[config.mk]
export PLATFORM = sky130hd
export DESIGN_NAME = rgu_mod_rst_ctrl
export DESIGN_NICKNAME = d
export VERILOG_FILES = /design/src/rtl/rgu_pkg.sv /design/src/rtl/rgu_rr_pick.sv /design/src/rtl/rgu_mod_rst_ctrl.sv
export SDC_FILE = /design/constraint.sdc
export NUM_CORES = 1
export LEC_CHECK = 0
export CAP_MARGIN = 20
export CORE_ASPECT_RATIO = 1.4
export CORE_UTILIZATION = 50
export CTS_BUF_LIST = sky130_fd_sc_hd__clkbuf_8 sky130_fd_sc_hd__clkbuf_16
export DETAILED_ROUTE_END_ITERATION = 7
export GPL_TIMING_DRIVEN = 0
export PLACE_DENSITY = 0.81
export SETUP_SLACK_MARGIN = 0.5
export SLEW_MARGIN = 20
export SYNTH_ARGS = -nofsm -noshare
export SYNTH_HDL_FRONTEND = slang
export SYNTH_SLANG_ARGS = --single-unit
export TNS_END_PERCENT = 20
[constraint.sdc]
create_clock -name sys_clk_i -period 3.95 [get_ports sys_clk_i]
set_clock_uncertainty 0.15 [all_clocks]
set_input_delay 1.185 -clock sys_clk_i [delete_from_list [all_inputs] [get_ports sys_clk_i]]
set_output_delay 1.185 -clock sys_clk_i [all_outputs]
set_load 0.03 [all_outputs]
[src/rtl/rgu_pkg.sv]
// Shared types and constants for the SCU reset generation unit.
package rgu_pkg;

   // Number of entries in the main reset table; one soft-reset slot per entry.
   localparam int unsigned RGU_NUM_MOD_MAIN = 13;

   // Default field widths for the per-module soft-reset scheduler.
   localparam int unsigned RGU_PULSE_W = 8;
   localparam int unsigned RGU_TO_W    = 16;

   // Per-module soft-reset scheduler states.
   typedef enum logic [1:0] {
      StIdle,
      StQuiesce,
      StAssert,
      StRelease
   } rgu_mrc_state_e;

endpackage

[src/rtl/rgu_rr_pick.sv]
// Combinational round-robin picker: first set request at or after ptr, wrapping.
module rgu_rr_pick #(
   parameter int unsigned NUM_MOD = 13
) (
   input  logic [NUM_MOD-1:0]         req,
   input  logic [$clog2(NUM_MOD)-1:0] ptr,
   output logic                       valid,
   output logic [$clog2(NUM_MOD)-1:0] idx
);

   localparam int unsigned IDX_W = $clog2(NUM_MOD);

   // Two copies back to back turn the wrap-around search into one linear scan
   // starting at ptr; the first hit is always within ptr .. ptr+NUM_MOD-1.
   logic [2*NUM_MOD-1:0] req_dbl;

   assign req_dbl = {req, req};

   // Find-first over the doubled vector, ignoring positions below ptr.
   always_comb begin
      valid = 1'b0;
      idx   = '0;
      for (int unsigned j = 0; j < 2 * NUM_MOD; j++) begin
         if (!valid && req_dbl[j] && (j >= 32'(ptr))) begin
            valid = 1'b1;
            idx   = (j >= NUM_MOD) ? IDX_W'(j - NUM_MOD) : IDX_W'(j);
         end
      end
   end

endmodule

[src/rtl/rgu_mod_rst_ctrl.sv]
// Per-module soft-reset scheduler: collects module reset requests, services them
// round-robin, quiescing each target before driving a timed reset pulse.
module rgu_mod_rst_ctrl
   import rgu_pkg::*;
#(
   parameter int unsigned NUM_MOD = RGU_NUM_MOD_MAIN,
   parameter int unsigned PULSE_W = RGU_PULSE_W,
   parameter int unsigned TO_W    = RGU_TO_W
) (
   input  logic                       sys_clk_i,
   input  logic                       rst_n_i,
   input  logic                       abort_i,
   input  logic [NUM_MOD-1:0]         req_i,
   input  logic [NUM_MOD-1:0]         mask_i,
   input  logic [PULSE_W-1:0]         pulse_len_i,
   input  logic [TO_W-1:0]            timeout_i,
   output logic [NUM_MOD-1:0]         quiesce_req_o,
   input  logic [NUM_MOD-1:0]         quiesce_ack_i,
   output logic [NUM_MOD-1:0]         mod_rst_req_o,
   output logic [NUM_MOD-1:0]         pending_o,
   output logic                       busy_o,
   output logic                       done_o,
   output logic [$clog2(NUM_MOD)-1:0] done_idx_o,
   output logic                       to_err_o,
   input  logic                       to_err_clr_i
);

   localparam int unsigned IDX_W = $clog2(NUM_MOD);
   localparam logic [IDX_W-1:0] LAST_IDX = IDX_W'(NUM_MOD - 1);

   rgu_mrc_state_e      state;
   logic [NUM_MOD-1:0]  pending;
   logic [IDX_W-1:0]    ptr;
   logic [IDX_W-1:0]    sel;
   logic [PULSE_W-1:0]  pulse_cnt;
   logic [TO_W-1:0]     wait_cnt;

   logic                pick_valid;
   logic [IDX_W-1:0]    pick_idx;
   logic [NUM_MOD-1:0]  pick_oh;
   logic [NUM_MOD-1:0]  sel_oh;
   logic [NUM_MOD-1:0]  grant_oh;
   logic [PULSE_W-1:0]  pulse_load;
   logic                grant;
   logic                ack_sel;
   logic                to_hit;

   function automatic logic [NUM_MOD-1:0] to_onehot(input logic [IDX_W-1:0] i);
      return {{(NUM_MOD - 1){1'b0}}, 1'b1} << i;
   endfunction

   rgu_rr_pick #(
      .NUM_MOD (NUM_MOD)
   ) u_pick (
      .req   (pending),
      .ptr   (ptr),
      .valid (pick_valid),
      .idx   (pick_idx)
   );

   assign pick_oh = to_onehot(pick_idx);
   assign sel_oh  = to_onehot(sel);
   assign ack_sel = |(quiesce_ack_i & sel_oh);

   // RELEASE doubles as an idle cycle so the next grant can follow it directly;
   // ptr has already moved past the finished module by then.
   assign grant    = !abort_i && pick_valid && ((state == StIdle) || (state == StRelease));
   assign grant_oh = grant ? pick_oh : '0;

   // A zero pulse length still yields a single reset cycle.
   assign pulse_load = (pulse_len_i == '0) ? PULSE_W'(1) : pulse_len_i;

   // Ack takes priority over a timeout landing in the same cycle.
   assign to_hit = !abort_i && (state == StQuiesce) && !ack_sel &&
                   (timeout_i != '0) && (wait_cnt == timeout_i);

   assign busy_o    = (state != StIdle);
   assign pending_o = pending;

   // Pending set: grant clears the chosen bit, new requests merge in, mask wins.
   always_ff @(posedge sys_clk_i) begin
      if (!rst_n_i || abort_i) begin
         pending <= '0;
      end else begin
         pending <= ((pending & ~grant_oh) | req_i) & ~mask_i;
      end
   end

   // Scheduler FSM with registered one-hot outputs, pointer and counters.
   always_ff @(posedge sys_clk_i) begin
      if (!rst_n_i) begin
         state         <= StIdle;
         sel           <= '0;
         ptr           <= '0;
         pulse_cnt     <= '0;
         wait_cnt      <= '0;
         quiesce_req_o <= '0;
         mod_rst_req_o <= '0;
         done_o        <= 1'b0;
         done_idx_o    <= '0;
      end else if (abort_i) begin
         // Flush without completion; ptr keeps its position.
         state         <= StIdle;
         pulse_cnt     <= '0;
         wait_cnt      <= '0;
         quiesce_req_o <= '0;
         mod_rst_req_o <= '0;
         done_o        <= 1'b0;
      end else begin
         done_o <= 1'b0;
         unique case (state)
            StIdle, StRelease: begin
               quiesce_req_o <= '0;
               mod_rst_req_o <= '0;
               if (pick_valid) begin
                  sel           <= pick_idx;
                  quiesce_req_o <= pick_oh;
                  wait_cnt      <= '0;
                  state         <= StQuiesce;
               end else begin
                  state <= StIdle;
               end
            end
            StQuiesce: begin
               if (ack_sel || to_hit) begin
                  // Timeout forces the reset anyway; quiesce_req stays asserted.
                  pulse_cnt     <= pulse_load;
                  mod_rst_req_o <= sel_oh;
                  state         <= StAssert;
               end else if (wait_cnt != '1) begin
                  wait_cnt <= wait_cnt + 1'b1;
               end
            end
            StAssert: begin
               if (pulse_cnt <= PULSE_W'(1)) begin
                  quiesce_req_o <= '0;
                  mod_rst_req_o <= '0;
                  done_o        <= 1'b1;
                  done_idx_o    <= sel;
                  ptr           <= (sel == LAST_IDX) ? '0 : sel + 1'b1;
                  state         <= StRelease;
               end else begin
                  pulse_cnt <= pulse_cnt - 1'b1;
               end
            end
            default: begin
               quiesce_req_o <= '0;
               mod_rst_req_o <= '0;
               state         <= StIdle;
            end
         endcase
      end
   end

   // Sticky timeout flag; a new timeout beats a simultaneous clear.
   always_ff @(posedge sys_clk_i) begin
      if (!rst_n_i) begin
         to_err_o <= 1'b0;
      end else if (to_hit) begin
         to_err_o <= 1'b1;
      end else if (to_err_clr_i) begin
         to_err_o <= 1'b0;
      end
   end

endmodule

==> results.tsv <==
stage	metric	value	unit
clocking	hold buffer count at CTS	0	
synth	main combinational cell family by area after synthesis	simple AND/OR/NAND/NOR gates	
grt	largest net degree at the start of global routing	17	
grt	vias in the first global route	4771	
route	First DRT Iteration DRCs	446	
timing	FMAX	0.298	GHz
run_status	outcome	finished, final reports clean	
critical_path	depth of the most critical reg-to-reg path	12	
pwr	PD cells	360	nW/um^2
final_layout	final cell count without fillers	802	
worst_hold_path	Hold Path Class	reg2reg	
synth	Post-synth ARST share	0	%
pwr	Pleak	0.00222	uW
pwr	Worst IR Drop VDD	0.339	mV
timing	Least-Margin Pin Slew	657	ps
route	drt wl/cell	17.7	um
route	DRT Pass-1 Iters	5	
critical_path	Worst EP required	4010	ps
timing	final setup fails	0	
grt	first-pass GRT wire length	22.5	mm
synth	Post-Synth Adder-Cell Area	3.27	%
placed_design	DP Cell Count	785	
critical_path	crit-path max FO	10	
critical_path	critical path startpoint category	input port	
placed_design	port bufs	111	
die	die footprint	9560	um^2
final_layout	net count of the finished layout	769	
critical_path	Worst R2R Start	sel[2]	
clocking	CTS H-tree lvls	3	
clocking	CTS buffer count	9	
pwr	Design Power	2230	uW
synth	post-synthesis register bit count	79	
die	Initial Utilization	51.1	%
critical_path	endpoint class of the critical path	flop	
die	I/O Pins	113	
synth	mux contribution to synthesized area	1.96	%
die	die span in x	82.9	um
clocking	CTS tree	done	
worst_hold_path	worst hold path startpoint	quiesce_req_o[7]	
timing	Final period util	85.0	%
grt	gr usage total	29.6	%
placed_design	DP HPWL	10.8	mm
synth	area share of and/or/nand/nor cells after synthesis	29.2	%
route	Remaining DRCs	0	
worst_hold_path	cell depth of the worst hold path	2	
timing	max-slew violations	0	
clocking	clock slew at reported path FFs	60	ps
critical_path	WS Path Type	in2reg	
synth	EDFF count, synth	0	
route	DR vias	4865	
critical_path	crit path DAT	3420	ps
critical_path	worst r2r dst	wait_cnt[11]	
grt	grt total ovfl	0	
clocking	CTS root buf	clkbuf_16	
run	maxcap violations	0	
synth	Netlist cell types	67	
clocking	worst skew pair latency	340	ps
synth	Mapped Area	4590	um^2
die	Die H	115	um
timing	unrepaired setup endpoints after global routing	true	
route	Vias/cell	6.07	
synth	synthesized netlist cell count	567	
critical_path	r2r setup slk	780	ps
timing	Final min period	3360	ps
synth	syn_nets	646	
final_layout	fill count	709	
synth	post-synthesis xor/xnor area fraction	5.16	%
die	FP Rows	41	
final_layout	Syn-to-layout area delta	35.2	%
final_layout	commonest non-fill, non-tap cell in the layout	clkdlybuf4s50_1	
placed_design	Placer Congestion	0.938	
clocking	clk buf depth	2	
clocking	CTS sink count	79	
final_layout	share of layout cells above drive strength 1	7.91	%
grt	antenna violations before repair	0	
final_layout	Diodes inserted	0	
synth	Most used DFF post-synth	dfxtp_1	
synth	Yosys warnings	0	
timing	final hold vios	0	
timing	Slew HR	55.9	%
worst_hold_path	Hold Crit Endpoint	quiesce_req_o[7]	
synth	sequential share of the synthesized area	34.5	%
final_layout	commonest non-fill, non-tap cells in the layout	111 x clkdlybuf4s50_1, 79 x dfxtp_1, 65 x nand2_1	
synth	Avg Cell Area, Syn	8.09	um^2
route	number of nets still failing antenna checks after routing	0	
critical_path	Setup crit start	timeout_i[8]	
synth	complex-gate fraction of the synthesized area	21.8	%
die	Core Area	8980	um^2
route	Routed WL	14.2	mm
-- timing repair --
| item | in CTS | in global routing |
|---|---|---|
| buffers inserted | 0 | 1 |
| endpoints found under the setup margin | 12 | 32 |
| gates resized for setup | 3 | 9 |
| pin swaps | 0 | 3 |
-- report_power, final --
group          switching [uW]  internal [uW]
clock network             368            504
registers                25.1            817
logic                     309            210
-- registers in the layout, summed over array words and instances, names as in the netlist --
register,cells
quiesce_req_o,13
pending_o,13
sel,4
to_err_o,1
pulse_cnt,8
done_o,1
wait_cnt,16
ptr,4
done_idx_o,4
mod_rst_req_o,13
state,2
-- metal layers --
metal / track usage, % / wire length [um] / vias to the layer above
met5: 0 / 0 / -
met4: 18.6 / 648 / 0
met3: 5.03 / 694 / 47
met1: 29.0 / 5240 / 2296
li1: - / - / 2329
met2: 57.3 / 7610 / 193
-- worst max-delay path by stage --
stage,endpoint,depth (start not counted)
floorplan,wait_cnt[4],9
global placement,wait_cnt[4],10
detailed placement,wait_cnt[4],10
CTS,pulse_cnt[7],10
global route,wait_cnt[2],10
finish,pulse_cnt[7],10
-- cell families after synthesis --
logic type | Yosys count
simple gates | 251
compound gates | 144
flops | 79
buf+inv | 45
xor+xnor | 27
fa+ha+maj | 12
mux | 9
-- cells in the mapped netlist (all sizes together), types with 9 or more instances --
cell type  instances  area (um^2)
o21ai             32          168
ha                12          150
a21oi             40          200
nor2b             14         87.6
nor4              16          130
mux2i              9         90.1
nand2             67          256
nor3              20          110
xnor2             13          114
nor2              48          190
dfxtp             79         1580
xor2              14          123
inv               18         67.6
nand2b             9         63.8
nand3             19         95.1
o31a               9         78.8
nand4             13         81.3
clkbuf            17         63.8
buf               10         56.3
-- worst max-delay path, cell delays in order --
cell,delay [ps]
clkdlybuf4s50_1,440
xor2_1,150
nor4_1,300
nand4_1,180
o211a_4,320
nor2_2,260
clkbuf_4,280
nand2_1,70
a22oi_1,170
nor2_1,60
-- metrics by stage --
| step | hold WS (ps) | utilization, % | instance area, um^2 | TNS [ps] | worst slack, ps |
|---|---|---|---|---|---|
| 6_report | 300 | 69.1 | 6200 | 0 | 592 |
| 4_1_cts | 304 | 68.6 | 6160 | 0 | 458 |
| 3_3_place_gp | 290 | 64.9 | 5830 | -10.6 | -10.6 |
| 2_1_floorplan | 299 | - | 4590 | 0 | 847 |
| 3_5_place_dp | 293 | 64.9 | 5830 | -112 | -87.5 |
| 5_1_grt | 332 | 69.1 | 6200 | 0 | 473 |
-- area by class of cell --
class | count | area (um^2) | area share, %
inverters | 18 | 67.6 | 1.09
clock buffers | 9 | 225 | 3.63
plain buffers | 27 | 126 | 2.04
repair buffers | 112 | 1120 | 18.0
multi-input cells | 443 | 2860 | 46.1
clock inverters | 7 | 86.3 | 1.39
well taps | 107 | 134 | 2.16
flip-flops and latches | 79 | 1580 | 25.5
(Power assumes the default switching activity.)
